`src/rtl/sal_bk_timing_chk_dn_cnt.sv`:
```
// sal_dn_cnt: loadable down-counter that saturates at zero; load wins over decrement.
module sal_dn_cnt #(
  parameter int W = 8
) (
  input  logic         i_clk,
  input  logic         i_rst,
  input  logic         i_load,
  input  logic [W-1:0] i_val,
  output logic [W-1:0] o_cnt,
  output logic         o_zero
);

  logic [W-1:0] r_cnt;

  always_ff @(posedge i_clk) begin
    if (i_rst) begin
      r_cnt <= {W{1'b0}};
    end else if (i_load) begin
      r_cnt <= i_val;
    end else if (r_cnt != {W{1'b0}}) begin
      r_cnt <= r_cnt - {{(W-1){1'b0}}, 1'b1};
    end else begin
      r_cnt <= r_cnt;
    end
  end

  assign o_cnt  = r_cnt;
  assign o_zero = (r_cnt == {W{1'b0}});

endmodule

```
`config.mk`:
```
export PLATFORM = sky130hd
export DESIGN_NAME = sal_dn_cnt
export DESIGN_NICKNAME = d
export VERILOG_FILES = /design/src/rtl/sal_bk_timing_chk_dn_cnt.sv
export SDC_FILE = /design/constraint.sdc
export NUM_CORES = 1
export LEC_CHECK = 0
export CAP_MARGIN = 20
export CORE_MARGIN = 2
export CORE_UTILIZATION = 36
export DETAILED_ROUTE_END_ITERATION = 12
export GPL_ROUTABILITY_DRIVEN = 0
export GPL_TIMING_DRIVEN = 1
export PLACE_DENSITY = 0.72
export SLEW_MARGIN = 20
export SYNTH_ARGS = -nofsm -noshare
export SYNTH_HDL_FRONTEND = slang
export SYNTH_SLANG_ARGS = --single-unit
```
`constraint.sdc`:
```
create_clock -name i_clk -period 1.39 [get_ports i_clk]
set_input_delay 0.278 -clock i_clk [delete_from_list [all_inputs] [get_ports i_clk]]
set_output_delay 0.278 -clock i_clk [all_outputs]
set_load 0.02 [all_outputs]
```
==> qor.csv <==
stage,metric,value,unit
status,status,"finished, violations left",
status,violations,setup timing,
yosys,yosys_warnings,0,
global_route,grt_usage,21.60,%
critical_path,rr_startpoint,o_cnt[1]$_SDFFE_PP0P_,
final_layout,antenna_cells,0,
critical_path,worstPathMaxFanout,2,
yosys,syn-num-nets,65,
placed_design,place_ws,-0.3627,ns
critical_path,rr_worst_depth,7,
power_and_ir_drop,p_total,0.9712,mW
floorplanning,initial_core_util,37.48,%
final_layout,fillerInstances,88,
global_route,grt_overflow_total,0,
global_route,use_met2,34.13,%
clock_network,holdBufCountCts,0,
floorplanning,die_y,40.34,um
drt,wl_per_cell,14.95,um
worst_hold_path,hold_path_end,o_cnt[0]$_SDFFE_PP0P_,
critical_path,required,1.11,ns
timing,rsz0062_at_grt,true,
timing,fin_worst_skew,0.001424,ns
power_and_ir_drop,power_density,1025,mW/mm^2
timing,finalSetupViolCount,7,
power_and_ir_drop,swShare,34.89,%
floorplanning,io_pins,20,
power_and_ir_drop,switchingPower,0.3389,mW
clock_network,clock_sinks,8,
critical_path,reg2reg_slack,-0.23,ns
yosys,synth_seq_cells,8,
worst_hold_path,min_path_type,in2reg,
global_route,first_global_vias,488,
critical_path,setup.worst_path.start_class,flip-flop,
clock_network,cts-htree-levels,1,
yosys,syn_area,475.5,sq um
clock_network,cts.reportedPaths.clkPinSlew,0.06,ns
drt,drt-initial-drc-count,9,
floorplanning,core-area,0.001269,sq mm
floorplanning,fp.dieW,40.34,um
global_route,grt_max_degree,8,
global_route,grtUsageMet1,26.42,%
drt,ant_nets,0,
global_route,grt_pass1_wl,2201,um
final_layout,syn_to_final_growth,99.21,%
worst_hold_path,hp-start,i_val[0],
timing,final_max_slew_viol_count,0,
final_layout,fin_nets,109,
final_layout,final_common_cell,buf_4,
yosys,synthCells,53,
drt,vias_per_cell,5.018,
timing,min_period_over_period,116.4,%
timing,period_needed,1.618,ns
final_layout,utilization,74.65,%
clock_network,tritoncts,built,
timing,slew_headroom,83.25,%
timing,layout_setup_ws,-0.2282,ns
drt,drc_errors,0,
drt,firstDrtPassIters,4,
critical_path,worstSetupPathType,reg2out,
power_and_ir_drop,ir_drop,0.0007076,V
worst_hold_path,hold_depth,3,
drt,num_vias,557,
critical_path,r2r_end,o_cnt[0]$_SDFFE_PP0P_,
power_and_ir_drop,pwr-share-clk,21.3,%
final_layout,largest_register_ffs,8,
timing,hold_violations,0,
global_route,grt_antenna_before_repair,0,
placed_design,port_buffers,19,
clock_network,cts.path.max_buffers,2,
timing,tns,-1.012,ns
power_and_ir_drop,combPwrFrac,49.2,%
critical_path,end_kind,primary output,
timing,max_freq,618.0,MHz
yosys,synth_cell_type_count,25,
timing,max_slew.worst_pin.slew,0.2507,ns
floorplanning,die_area,0.001627,sq mm
final_layout,final_cell_mix,"buf_4 (21), clkdlybuf4s50_1 (10), nand2_1 (8), dfxtp_2 (4)",
placed_design,place_hpwl,1052,um
global_route,grt-busiest-layer,met2,
global_route,use_met3,10.00,%
clock_network,clockRootBuffer,clkbuf_4,
floorplanning,std_cell_rows,13,
yosys,seq_area_frac_synth,33.68,%
final_layout,drive_gt1_share,50.00,%
yosys,syn_avg_cell_area,8.971,sq um
critical_path,cp.arrival,1.34,ns
power_and_ir_drop,power.leakage,0.4072,nW
power_and_ir_drop,p_int,0.6323,mW
clock_network,numCtsBuffers,3,
clock_network,clock_latency,0.27,ns
job,max-cap-violations,0,
power_and_ir_drop,p_seq_share,29.5,%
drt,drt_wl_total,1660,um
-- power groups by stage --
stage / combinational (mW) / clock, mW / sequential (mW)
4_1_cts: 0.386 / 0.213 / 0.285
3_5_place_dp: 0.405 / 0 / 0.290
2_1_floorplan: 0.165 / 0 / 0.335
3_3_place_gp: 0.400 / 0 / 0.288
6_report: 0.478 / 0.206 / 0.286
5_1_grt: 0.514 / 0.225 / 0.290
-- per-stage QoR --
step | area, sq um | cells | hold slack (ns)
final | 947.2 | 111 | 0.5896
after global routing | 947.2 | 111 | 0.6135
after CTS | 839.6 | 106 | 0.5783
after detailed placement | 825.8 | 102 | 0.6408
after global placement | 825.8 | 102 | 0.6405
after floorplan | 500.5 | 53 | 0.4316
-- area by class of cell --
cell class / instances / area [sq um] / share of cell area [%]
timing repair buffer: 42 / 366.6 / 38.71
multi-input combinational: 39 / 349.1 / 36.86
sequential: 8 / 172.7 / 18.23
clock buffer: 4 / 26.28 / 2.774
tap: 15 / 18.77 / 1.982
inverter: 3 / 13.76 / 1.453
-- timing repair --
item,CTS,global route
resized for setup,13,17
buffers inserted,0,5
pin swaps,1,6
endpoints found under the setup margin,11,9
-- worst max-delay path: stages, from the launching register on --
cell	delay, ns
dfxtp_2	0.33
nor4_4	0.30
and4bb_1	0.31
buf_6	0.14
-- synth_stat cells --
cell      n  area (sq um)
nor4_4    1         21.27
mux2i_1   1         10.01
xor2_1    1         8.760
a21boi_0  1         7.510
nand2_1   8         30.03
a21oi_1   1         5.000
a311oi_1  1         8.760
dfxtp_1   8         160.2
nor2_1    2         7.510
or4_4     1         11.26
nor3b_1   1         7.510
or2_2     1         6.260
o32ai_1   4         35.03
inv_1     3         11.26
ha_1      1         12.51
buf_6     1         11.26
clkbuf_1  2         7.510
a211oi_1  1         7.510
o21a_1    1         7.510
xnor2_1   3         26.28
and4b_1   1         10.01
nor2b_1   2         12.51
o211ai_2  1         12.51
and4bb_1  1         12.51
nor3_1    5         25.02
-- per-layer routing --
metal  vias to the layer above  part of all wire [%]
met4                         0                  0.78
met1                       254                    36
met5                         -                     0
li1                        278                     -
met3                         2                   6.0
met2                        23                    57
-- logic make-up after synthesis --
| family | synth area share, % |
|---|---|
| and+or+nand+nor | 30.26 |
| DFF | 33.68 |
| buffers and inverters | 6.316 |
| adders and majority gates | 2.631 |
| muxes | 2.105 |
| AOI/OAI and AO/OA | 17.63 |
| xor gates and xnor gates | 7.370 |
-- how the worst max path moves through the flow --
stage / slack, ns / startpoint / to / cells past startpoint
4_1_cts: -0.21 / o_cnt[2]$_SDFFE_PP0P_ / o_zero / 3
6_report: -0.23 / o_cnt[3]$_SDFFE_PP0P_ / o_zero / 3
5_1_grt: -0.28 / o_cnt[3]$_SDFFE_PP0P_ / o_zero / 3
2_1_floorplan: -0.09 / o_cnt[0]$_SDFFE_PP0P_ / o_cnt[0]$_SDFFE_PP0P_ / 6
3_5_place_dp: -0.36 / o_cnt[2]$_SDFFE_PP0P_ / o_zero / 3
3_3_place_gp: -0.35 / o_cnt[2]$_SDFFE_PP0P_ / o_zero / 3
(Power assumes the default switching activity.)
